$ cat config.mk
export PLATFORM = sky130hd
export DESIGN_NAME = complex_gates_arbiter
export DESIGN_NICKNAME = d
export VERILOG_FILES = /design/src/rtl/complex_gates_arbiter_pkg.sv /design/src/rtl/complex_gates_arbiter_rr_arb2.sv /design/src/rtl/complex_gates_arbiter.sv
export SDC_FILE = /design/constraint.sdc
export NUM_CORES = 1
export LEC_CHECK = 0
export BUFFER_PORTS_ARGS = -buffer_cell sky130_fd_sc_hd__buf_2
export CAP_MARGIN = 25
export CELL_PAD_IN_SITES_DETAIL_PLACEMENT = 0
export CELL_PAD_IN_SITES_GLOBAL_PLACEMENT = 1
export CORE_MARGIN = 2
export CORE_UTILIZATION = 29
export DETAILED_ROUTE_END_ITERATION = 12
export GPL_TIMING_DRIVEN = 0
export PLACE_DENSITY_LB_ADDON = 0.1
export SYNTH_ARGS = -nofsm -noshare
export SYNTH_HDL_FRONTEND = slang
export SYNTH_SLANG_ARGS = --single-unit
$ cat constraint.sdc
create_clock -name clk -period 1.75 [get_ports clk]
set_clock_uncertainty 0.05 [all_clocks]
set_input_delay 0.2625 -clock clk [delete_from_list [all_inputs] [get_ports clk]]
set_output_delay 0.2625 -clock clk [all_outputs]
set_load 0.05 [all_outputs]
$ cat src/rtl/complex_gates_arbiter_pkg.sv
// Shared types and constants for the complex_gates sequencer/arbiter.
// Optional completion counters are enabled with CGA_STATS_EN.
package complex_gates_arbiter_pkg;

    localparam int unsigned CGA_W = 8;
    localparam int unsigned CNT_W = 16;

    typedef enum logic [1:0] {
        IDLE    = 2'd0,
        DRIVE   = 2'd1,
        CAPTURE = 2'd2
    } state_e;

    // Saturating increment for the completion counters.
    function automatic logic [CNT_W-1:0] sat_inc(input logic [CNT_W-1:0] v);
        return (&v) ? v : v + CNT_W'(1);
    endfunction

endpackage

$ cat src/rtl/complex_gates_arbiter_rr_arb2.sv
// Combinational 2-way round-robin picker; last=1 favours requester 0.
// Grant is one-hot when any request is present, else zero.
module rr_arb2 (
    input  logic [1:0] req,
    input  logic       last,
    output logic [1:0] grant,
    output logic       any
);

    always_comb begin
        grant = 2'b00;
        unique case (req)
            2'b01:   grant = 2'b01;
            2'b10:   grant = 2'b10;
            2'b11:   grant = last ? 2'b01 : 2'b10;
            default: grant = 2'b00;
        endcase
    end

    assign any = |req;

endmodule

$ cat src/rtl/complex_gates_arbiter.sv
// Round-robin sequencer sharing one complex_gates evaluator between two
// requesters. Define CGA_STATS_EN to add per-requester completion counters.
module complex_gates_arbiter
    import complex_gates_arbiter_pkg::*;
#(
    parameter int unsigned W = CGA_W
) (
    input  logic         clk,
    input  logic         rst,
    input  logic         req0,
    input  logic         req1,
    input  logic [W-1:0] x0,
    input  logic [W-1:0] y0,
    input  logic [W-1:0] x1,
    input  logic [W-1:0] y1,
    output logic         gnt0,
    output logic         gnt1,
    output logic         done0,
    output logic         done1,
    output logic         result,
    output logic         busy,
    output logic [W-1:0] dut_x,
    output logic [W-1:0] dut_y,
    input  logic         dut_out
`ifdef CGA_STATS_EN
    ,
    output logic [CNT_W-1:0] cnt0,
    output logic [CNT_W-1:0] cnt1
`endif
);

    state_e         state_q, state_d;
    logic           last_q, last_d;
    logic           owner_q, owner_d;
    logic [W-1:0]   x_q, x_d;
    logic [W-1:0]   y_q, y_d;
    logic           result_q, result_d;
    logic [1:0]     gnt_q, gnt_d;
    logic [1:0]     done_q, done_d;

    logic [1:0]     arb_grant;
    logic           arb_any;

    rr_arb2 u_arb (
        .req   ({req1, req0}),
        .last  (last_q),
        .grant (arb_grant),
        .any   (arb_any)
    );

    always_comb begin
        state_d  = state_q;
        last_d   = last_q;
        owner_d  = owner_q;
        x_d      = x_q;
        y_d      = y_q;
        result_d = result_q;
        gnt_d    = 2'b00;
        done_d   = 2'b00;
        unique case (state_q)
            IDLE: begin
                if (arb_any) begin
                    gnt_d   = arb_grant;
                    owner_d = arb_grant[1];
                    last_d  = arb_grant[1];
                    x_d     = arb_grant[1] ? x1 : x0;
                    y_d     = arb_grant[1] ? y1 : y0;
                    state_d = DRIVE;
                end
            end
            DRIVE: begin
                state_d = CAPTURE;
            end
            CAPTURE: begin
                result_d = dut_out;
                done_d   = owner_q ? 2'b10 : 2'b01;
                state_d  = IDLE;
            end
            default: begin
                state_d = IDLE;
            end
        endcase
    end

    always_ff @(posedge clk) begin
        if (rst) begin
            state_q  <= IDLE;
            last_q   <= 1'b1;
            owner_q  <= 1'b0;
            x_q      <= '0;
            y_q      <= '0;
            result_q <= 1'b0;
            gnt_q    <= 2'b00;
            done_q   <= 2'b00;
        end else begin
            state_q  <= state_d;
            last_q   <= last_d;
            owner_q  <= owner_d;
            x_q      <= x_d;
            y_q      <= y_d;
            result_q <= result_d;
            gnt_q    <= gnt_d;
            done_q   <= done_d;
        end
    end

    assign gnt0   = gnt_q[0];
    assign gnt1   = gnt_q[1];
    assign done0  = done_q[0];
    assign done1  = done_q[1];
    assign result = result_q;
    assign busy   = (state_q != IDLE);
    assign dut_x  = x_q;
    assign dut_y  = y_q;

`ifdef CGA_STATS_EN
    logic [CNT_W-1:0] cnt0_q, cnt0_d;
    logic [CNT_W-1:0] cnt1_q, cnt1_d;

    // Counters step together with the done pulse they account for.
    always_comb begin
        cnt0_d = done_d[0] ? sat_inc(cnt0_q) : cnt0_q;
        cnt1_d = done_d[1] ? sat_inc(cnt1_q) : cnt1_q;
    end

    always_ff @(posedge clk) begin
        if (rst) begin
            cnt0_q <= '0;
            cnt1_q <= '0;
        end else begin
            cnt0_q <= cnt0_d;
            cnt1_q <= cnt1_d;
        end
    end

    assign cnt0 = cnt0_q;
    assign cnt1 = cnt1_q;
`endif

endmodule
==> run_results.csv, run 1 <==
group,metric,value,unit
status,outcome,"complete, no violations",
synthesis,yosys.area.top_type_share,0.434,
synthesis,synth.largest_area_cell,"dfxtp_1",
clock_tree,cts_buffers,3,
setup_path,endpoint_kind,"register",
timing,worst_pin_slew,509,ps
synthesis,yosysMostFrequentCell,"dfxtp_1",
timing,final_max_slew_viol_count,0,
setup_path,rr_startpoint,"state_q[1]$_SDFFE_PP0P_",
drt,drtPass1Iterations,4,
drt,first_iter_violations,22,
timing,fin_setup_tns,0,ps
clock_tree,htreeDepth,1,
synthesis,syn_avg_cell_area,9.69,um2
drt,antenna_left,0,
clock_tree,clock_sinks,25,
drt,via_per_inst,4.65,
power,finalPower,1.43,mW
drt,vias,1065,
synthesis,yosys-top-cells-area,"dfxtp_1, o32ai_2, a21oi_1, nor2_1, inv_1",
global_routing,grt_pass1_vias,1044,
setup_path,worst-r2r-setup-slack,190,ps
placed_design,place.gp.congestion,0.676,
floorplanning,die_w,67.1,um
global_routing,use_met1,0.164,
power,power_density,923,mW/mm2
placed_design,hpwlAfterDp,2120,um
power,p_int,935,uW
timing,finalCritPeriodShare,0.890,
clock_tree,cts_setup_buffers,0,
clock_tree,clock_latency,260,ps
setup_path,worstPathMaxFanout,10,
drt,drc,0,
synthesis,ys_ff_latch,25,
synthesis,syn_area,0.00115,mm2
setup_path,critical_path_class,"register to register",
power,power_frac_clock,0.234,
global_routing,grt_overflow,0,
global_routing,grt_usage,0.134,
synthesis,ys_warn_count,0,
power,switching_share,0.346,
power,seqPwrFrac,0.448,
synthesis,syn_nets,156,
timing,hold_viol,0,
timing,relSlewSlack,0.660,
synthesis,ys.flop_type,"dfxtp_1",
setup_path,r2r_cells,5,
finish,antennaDiodeCount,0,
drt,wl_per_cell,12.1,um
setup_path,r2r_end,"dut_y[4]$_SDFFE_PP0P_",
min_path,min_path_cells,3,
setup_path,cp_data_required_time,1850,ps
timing,rsz0062_at_grt,"false",
floorplanning,rows,22,
floorplanning,die-area,0.00450,mm2
clock_tree,cts_tree,"done",
clock_tree,root_buffer,"clkbuf_8",
global_routing,grt_pass1_wl,4520,um
clock_tree,cts.repair.resized,0,
floorplanning,start_util,0.308,
synthesis,syn-instance-count,119,
finish,layout-drive-gt1-share,0.492,
clock_tree,postCtsHoldBufs,0,
synthesis,synth_common_cells,"dfxtp_1, nor2_1, inv_1, a21oi_1, o32ai_2",
synthesis,ys_async_sr_fraction,0,
synthesis,synth_cell_types,24,
placed_design,port_buffers,58,
timing,finalSetupViolCount,0,
drt,drt_wl_total,2770,um
synthesis,synth-edff-count,0,
min_path,whs_endpoint,"result$_SDFFE_PP0N_",
clock_tree,clock_path_buffers,2,
global_routing,grtUsageMet2,0.225,
timing,min_period,1560,ps
floorplanning,die_y,67.1,um
finish,syn2layout_area_growth,34.3,%
min_path,min_from,"dut_out",
global_routing,globalRouteMet3Util,0.0287,
synthesis,synth-seq-area-share,0.434,
min_path,hp-class,"input pin to register",
power,power_switching,495,uW
job,drv_cap,0,
setup_path,crit_path_start_kind,"register",
power,comb_power_share,0.318,
global_routing,grt_antenna_before_repair,0,
floorplanning,ios,59,
power,leakage,0.717,nW
setup_path,cp.arrival,1660,ps
timing,fmax,642,MHz
timing,setup_ws,192,ps
floorplanning,core_area,0.00374,mm2
global_routing,grt_max_degree,14,
placed_design,pre_cts_ws,90.0,ps
power,ir_drop,0.422,mV
clock_tree,path_clk_slew,80,ps
finish,finalNetCount,219,
global_routing,busiest_layer,"met2",
==> cell type report <==
class | count | area, um2
plain buffers | 8 | 53.8
clock buffers | 4 | 45.0
fillers | 393 | 2190
inverters | 19 | 71.3
multi-input cells | 67 | 528
flip-flops and latches | 25 | 500
well taps | 48 | 60.1
repair buffers | 58 | 290
==> cell usage in the layout, fill, tap and decap left out <==
cell      count
nor3_1        2
nand2b_1      1
or3_4         1
nand2_1       1
inv_2         1
inv_1        18
buf_2        62
or2b_1        1
buf_4         1
nor3b_1       1
o22ai_1       1
and2_1        1
clkbuf_8      3
a21oi_1      16
clkbuf_1      2
a211o_1       1
a21boi_2      1
nor2_1       20
mux2i_1       1
dfxtp_1      25
o21bai_2      1
buf_6         2
o32ai_2      16
nor2_2        1
nor2b_1       1
==> power by group through the flow <==
stage               combinational [mW]  clock, mW  sequential (mW)
floorplan                        0.196          0            0.798
global placement                 0.455          0            0.653
global route                     0.489      0.378            0.647
finish                           0.454      0.335            0.641
CTS                              0.461      0.352            0.642
detailed placement               0.461          0            0.654
==> state kept, by name (all words and copies together) (netlist names) <==
| signal | flops |
|---|---|
| state_q | 2 |
| last_q | 1 |
| done_q | 2 |
| dut_x | 8 |
| gnt_q | 2 |
| owner_q | 1 |
| result | 1 |
| dut_y | 8 |
==> cell families after synthesis <==
logic type / share of synthesized area
compound gates: 0.328
buf+inv: 0.108
flops: 0.434
mux: 0.00868
simple gates: 0.121
==> metrics by stage <==
step            util  instance area, um2  std cells  hold WS (ps)
3_3_place_gp   0.402                1500        225           361
5_1_grt        0.414                1550        229           228
2_1_floorplan      -                1150        119           285
3_5_place_dp   0.402                1500        225           366
4_1_cts        0.414                1550        229           184
6_report       0.414                1550        229           188
==> worst max path at each step <==
stage | from | to | slack (ps) | depth (start not counted)
finish | state_q[1]$_SDFFE_PP0P_ | dut_y[4]$_SDFFE_PP0P_ | 190 | 5
global route | state_q[1]$_SDFFE_PP0P_ | dut_y[6]$_SDFFE_PP0P_ | 70 | 5
CTS | state_q[1]$_SDFFE_PP0P_ | dut_y[6]$_SDFFE_PP0P_ | 170 | 5
detailed placement | req0 | dut_y[5]$_SDFFE_PP0P_ | 90 | 6
global placement | req0 | dut_y[4]$_SDFFE_PP0P_ | 100 | 6
floorplan | state_q[1]$_SDFFE_PP0P_ | dut_x[4]$_SDFFE_PP0P_ | 260 | 5
==> metal layers <==
layer,share of wire,vias to the layer above
met5,0,-
met4,0.0083,0
met3,0.065,2
met2,0.49,33
met1,0.44,495
li1,-,535
==> critical path, stage by stage (launching register included) <==
cell      delay, ps
dfxtp_1         330
nor2_2          140
inv_2            70
o21bai_2        440
buf_4           310
o32ai_2         100
Power figures use the tool's default switching activity.
==> inputs of run 2 (changes only) <==
--- a/config.mk
+++ b/config.mk
@@ -11,6 +11,7 @@
 export CELL_PAD_IN_SITES_GLOBAL_PLACEMENT = 1
 export CORE_MARGIN = 2
 export CORE_UTILIZATION = 29
+export CTS_BUF_LIST = sky130_fd_sc_hd__clkbuf_8
 export DETAILED_ROUTE_END_ITERATION = 12
 export GPL_TIMING_DRIVEN = 0
 export PLACE_DENSITY_LB_ADDON = 0.1
==> constraint.sdc (replaced) <==
create_clock -name clk -period 1.8 [get_ports clk]
set_clock_uncertainty 0.05 [all_clocks]
set_input_delay 0.27 -clock clk [delete_from_list [all_inputs] [get_ports clk]]
set_output_delay 0.27 -clock clk [all_outputs]
set_load 0.05 [all_outputs]
==> run 2 against run 1 <==
  * Sequential cell count is the same
  * Highest routed layer unchanged
  * Sequential power shrank 3%
  * Clock-buffer cell count shrank 1
  * Critical path depth is the same
  * Maximum frequency is essentially flat
  * Register-to-register slack gained 50 ps
  * Cell count is the same
  * Total power shrank 3.1%
  * Core utilization is the same
  * Clock power shrank 4%
  * Critical path type unchanged
==> run_results.csv, run 2 (synthesis results as in run 1) <==
group,metric,value,unit
status,outcome,"complete, no violations",
drt,vias,1065,
drt,drtPass1Iterations,4,
setup_path,worst-r2r-setup-slack,240,ps
clock_tree,cts_tree,"done",
global_routing,grt_pass1_wl,4520,um
drt,antenna_left,0,
timing,finalSetupViolCount,0,
drt,drt_wl_total,2770,um
power,seqPwrFrac,0.450,
setup_path,cp_cell_sequence,"nor2_2, inv_2, o21bai_2, buf_4, o32ai_2",
placed_design,pre_cts_ws,133,ps
setup_path,r2r_end,"dut_x[7]$_SDFFE_PP0P_",
clock_tree,htreeDepth,1,
setup_path,path_buf_inv,2,
power,comb_power_share,0.319,
min_path,min_from,"dut_out",
setup_path,crit_path_start_kind,"register",
drt,first_iter_violations,22,
power,power_switching,482,uW
job,drv_cap,0,
clock_tree,cts_setup_buffers,0,
floorplanning,rows,22,
clock_tree,cts_buffers,3,
floorplanning,ios,59,
timing,fin_setup_tns,0,ps
power,power_density,894,mW/mm2
clock_tree,clock_latency,260,ps
global_routing,grt_max_degree,14,
setup_path,cp_top_family,"compound AO/OA/AOI/OAI gates",
timing,setup_ws,243,ps
finish,layout_common_cells,"buf_2, dfxtp_1, nor2_1",
setup_path,cp.arrival,1660,ps
timing,hold_viol,0,
placed_design,dp_cells,225,
setup_path,r2r_cells,5,
finish,final_cells,229,
setup_path,worstPathMaxFanout,10,
finish,finalInstanceArea,0.00155,mm2
clock_tree,postCtsHoldBufs,0,
clock_tree,root_buffer,"clkbuf_8",
setup_path,rr_startpoint,"state_q[1]$_SDFFE_PP0P_",
power,ir_drop,0.410,mV
power,leakage,0.721,nW
timing,final_max_slew_viol_count,0,
timing,worst_pin_slew,509,ps
setup_path,critical_path_class,"register to register",
clock_tree,clock_sinks,25,
timing,relSlewSlack,0.660,
floorplanning,core_area,0.00374,mm2
min_path,whs_endpoint,"result$_SDFFE_PP0N_",
finish,final_common_cell,"buf_2",
global_routing,grt_overflow,0,
placed_design,port_buffers,58,
finish,layout-drive-gt1-share,0.492,
power,power_frac_clock,0.231,
global_routing,grt_usage,0.134,
drt,wl_per_cell,12.1,um
min_path,min_path_cells,3,
timing,min_period,1560,ps
timing,hold_ws,196,ps
placed_design,place.gp.congestion,0.676,
clock_tree,cts.repair.resized,0,
placed_design,placed_area,0.00150,mm2
clock_tree,path_clk_slew,80,ps
setup_path,slowest_delay,440,ps
power,p_int,903,uW
finish,finalNetCount,219,
min_path,hp-class,"input pin to register",
setup_path,critical_path.startpoint,"state_q[1]$_SDFFE_PP0P_",
finish,antennaDiodeCount,0,
global_routing,grt_antenna_before_repair,0,
setup_path,crit_slowest_cell,"o21bai_2",
timing,rsz0062_at_grt,"false",
finish,syn2layout_area_growth,34.3,%
drt,drc,0,
placed_design,hpwlAfterDp,2120,um
setup_path,endpoint_kind,"register",
global_routing,grt_pass1_vias,1044,
floorplanning,die_y,67.1,um
timing,finalCritPeriodShare,0.865,
floorplanning,die-area,0.00450,mm2
floorplanning,die_w,67.1,um
setup_path,cp_data_required_time,1900,ps
clock_tree,clock_path_buffers,2,
drt,via_per_inst,4.65,
timing,fmax,642,MHz
finish,multi_input_area,528,um2
finish,regArea,500,um2
floorplanning,start_util,0.308,
finish,n_fill_cell,393,
power,switching_share,0.348,
run 2: final cells by class:
type,count,area share
multi-input cells,67,0.341
flip-flops and latches,25,0.323
repair buffers,58,0.187
inverters,19,0.0460
well taps,48,0.0388
plain buffers,8,0.0347
clock buffers,3,0.0267
clock inverters,1,0.00242
run 2: how the worst max path moves through the flow:
stage / endpoint / slack [ps] / depth (start not counted)
after CTS: dut_y[6]$_SDFFE_PP0P_ / 220 / 5
after floorplan: dut_x[4]$_SDFFE_PP0P_ / 310 / 5
after global placement: dut_y[4]$_SDFFE_PP0P_ / 140 / 6
after detailed placement: dut_y[5]$_SDFFE_PP0P_ / 130 / 6
final: dut_x[7]$_SDFFE_PP0P_ / 240 / 5
after global routing: dut_y[6]$_SDFFE_PP0P_ / 120 / 5
run 2: power groups by stage:
stage          combinational [mW]  sequential, mW  clock, mW
2_1_floorplan               0.191           0.776          0
3_3_place_gp                0.442           0.635          0
3_5_place_dp                0.448           0.636          0
4_1_cts                     0.449           0.624      0.337
5_1_grt                     0.476           0.629      0.363
6_report                    0.442           0.623      0.320
run 2: worst register-to-register path, delay by kind of cell, from the launching register on:
family          cells  cell delay (ps)
buf+inv             2              380
flops               1              330
simple gates        1              140
compound gates      2              550
run 2: metrics by stage:
step / util / power, mW
floorplan: - / 0.966
global placement: 0.402 / 1.08
detailed placement: 0.402 / 1.08
CTS: 0.414 / 1.41
global route: 0.414 / 1.47
finish: 0.414 / 1.39
run 2: layer usage:
metal	part of all wire	wire length [um]	global-route usage
met5	0	0	0
met3	0.065	180	0.0287
met4	0.0083	23	0.0536
met2	0.49	1350	0.225
met1	0.44	1220	0.164
==> inputs of run 3 (changes only) <==
--- a/config.mk
+++ b/config.mk
@@ -13,8 +13,10 @@
 export CORE_UTILIZATION = 29
 export CTS_BUF_LIST = sky130_fd_sc_hd__clkbuf_8
 export DETAILED_ROUTE_END_ITERATION = 12
+export GPL_ROUTABILITY_DRIVEN = 0
 export GPL_TIMING_DRIVEN = 0
 export PLACE_DENSITY_LB_ADDON = 0.1
+export SLEW_MARGIN = 20
 export SYNTH_ARGS = -nofsm -noshare
 export SYNTH_HDL_FRONTEND = slang
 export SYNTH_SLANG_ARGS = --single-unit
==> constraint.sdc (replaced) <==
create_clock -name clk -period 1.6 [get_ports clk]
set_clock_uncertainty 0.05 [all_clocks]
set_input_delay 0.24 -clock clk [delete_from_list [all_inputs] [get_ports clk]]
set_output_delay 0.24 -clock clk [all_outputs]
set_load 0.05 [all_outputs]
==> run 3 against run 2 <==
  * Combinational power up 13%
  * Maximum frequency rose by 5.8%
  * Largest power group unchanged
  * Register-to-register slack worse by 110 ps
  * Sequential share of layout area shrank 0.16 points
  * Via count increased by 0.28%
  * Worst setup slack got worse by 110 ps
  * Sequential power grew 13%
==> run_results.csv, run 3 (synthesis results as in run 1) <==
group,metric,value,unit
status,outcome,"complete, no violations",
drt,first_iter_violations,29,
min_path,hp-class,"input pin to register",
clock_tree,cts_setup_buffers,0,
finish,layout_common_cells,"buf_2, dfxtp_1, nor2_1",
timing,finalSetupViolCount,0,
setup_path,r2r_end,"dut_y[1]$_SDFFE_PP0P_",
floorplanning,ios,59,
placed_design,port_buffers,58,
min_path,min_from,"dut_out",
min_path,min_path_cells,3,
timing,final_max_slew_viol_count,0,
clock_tree,root_buffer,"clkbuf_8",
finish,layout-drive-gt1-share,0.492,
floorplanning,die_y,67.1,um
drt,via_per_inst,4.66,
drt,vias,1068,
setup_path,worstPathMaxFanout,10,
setup_path,critical_path_class,"register to register",
setup_path,cp_data_required_time,1730,ps
global_routing,grt_overflow,0,
timing,rsz0062_at_grt,"false",
placed_design,placed_area,0.00150,mm2
power,power_density,1000,mW/mm2
job,drv_cap,0,
timing,relSlewSlack,0.698,
setup_path,endpoint_kind,"register",
finish,syn2layout_area_growth,34.9,%
global_routing,grt_pass1_wl,4520,um
setup_path,crit_path_start_kind,"register",
global_routing,grt_max_degree,14,
drt,drt_wl_total,2770,um
finish,final_common_cell,"buf_2",
power,ir_drop,0.462,mV
timing,worst_pin_slew,453,ps
clock_tree,clock_path_buffers,2,
drt,antenna_left,0,
clock_tree,cts_tree,"done",
setup_path,r2r_cells,5,
finish,finalInstanceArea,0.00156,mm2
clock_tree,path_clk_slew,80,ps
floorplanning,die_w,67.1,um
power,leakage,0.722,nW
setup_path,worst-r2r-setup-slack,130,ps
clock_tree,clock_latency,260,ps
min_path,whs_endpoint,"result$_SDFFE_PP0N_",
finish,finalNetCount,219,
finish,post-route-util,0.416,
power,finalPower,1.56,mW
timing,fmax,680,MHz
floorplanning,rows,22,
global_routing,grt_antenna_before_repair,0,
global_routing,grt_pass1_vias,1044,
placed_design,hpwlAfterDp,2120,um
floorplanning,start_util,0.308,
drt,wl_per_cell,12.1,um
clock_tree,clock_sinks,25,
setup_path,cp.arrival,1600,ps
drt,drc,0,
clock_tree,htreeDepth,1,
drt,drtPass1Iterations,4,
timing,hold_viol,0,
finish,antennaDiodeCount,0,
clock_tree,cts_buffers,3,
timing,min_period,1470,ps
floorplanning,die-area,0.00450,mm2
global_routing,grt_usage,0.134,
setup_path,rr_startpoint,"state_q[1]$_SDFFE_PP0P_",
floorplanning,core_area,0.00374,mm2
timing,finalCritPeriodShare,0.920,
[run 3: cell type report]
class,count,area [um2]
Clock buffer,3,41.3
Sequential cell,25,500
Timing Repair Buffer,58,290
Buffer,8,53.8
Fill cell,392,2190
Multi-Input combinational cell,67,536
Tap cell,48,60.1
Inverter,19,71.3
Clock inverter,1,3.75
[run 3: worst max path at each step]
stage / end / from / cells past startpoint / slack (ps)
after CTS: dut_y[6]$_SDFFE_PP0P_ / state_q[1]$_SDFFE_PP0P_ / 5 / 20
after global placement: dut_y[4]$_SDFFE_PP0P_ / req0 / 6 / -30
after detailed placement: dut_y[5]$_SDFFE_PP0P_ / req0 / 6 / -40
final: dut_y[1]$_SDFFE_PP0P_ / state_q[1]$_SDFFE_PP0P_ / 5 / 130
after floorplan: dut_x[4]$_SDFFE_PP0P_ / state_q[1]$_SDFFE_PP0P_ / 5 / 110
after global routing: dut_x[2]$_SDFFE_PP0P_ / last_q$_SDFFE_PP1P_ / 5 / 30
[run 3: stage by stage]
stage               setup TNS (ps)  hold slack (ps)  setup WS (ps)  std cells
floorplan                        0              262            106        119
global placement              -189              361          -31.1        225
detailed placement            -200              366          -37.5        225
CTS                              0              162           15.4        229
global route                     0              208           30.7        229
finish                           0              166            128        229
[run 3: worst max-delay path, stage by stage (launching register included)]
cell and delay, ps:
dfxtp_1 330, nor2_2 140, inv_2 70, or3_4 380, buf_6 160, o32ai_2 250
[run 3: power breakdown]
| part | switching (mW) | internal (mW) | total [mW] | leakage, nW |
|---|---|---|---|---|
| clock | 0.189 | 0.171 | 0.360 | 0.0269 |
| combinational | 0.330 | 0.170 | 0.500 | 0.490 |
| sequential | 0.0248 | 0.676 | 0.701 | 0.206 |
| total | 0.544 | 1.02 | 1.56 | 0.722 |
[run 3: what timing repair did]
action,4_1_cts,5_1_grt
gates resized for setup,0,1
setup endpoints to repair,0,10
hold buffers,0,0
[run 3: metal layers]
layer	up-vias	part of all wire	GRT usage
li1	536	-	-
met1	497	0.44	0.164
met2	33	0.49	0.225
met3	2	0.065	0.0287
met4	0	0.0083	0.0536
met5	-	0	0
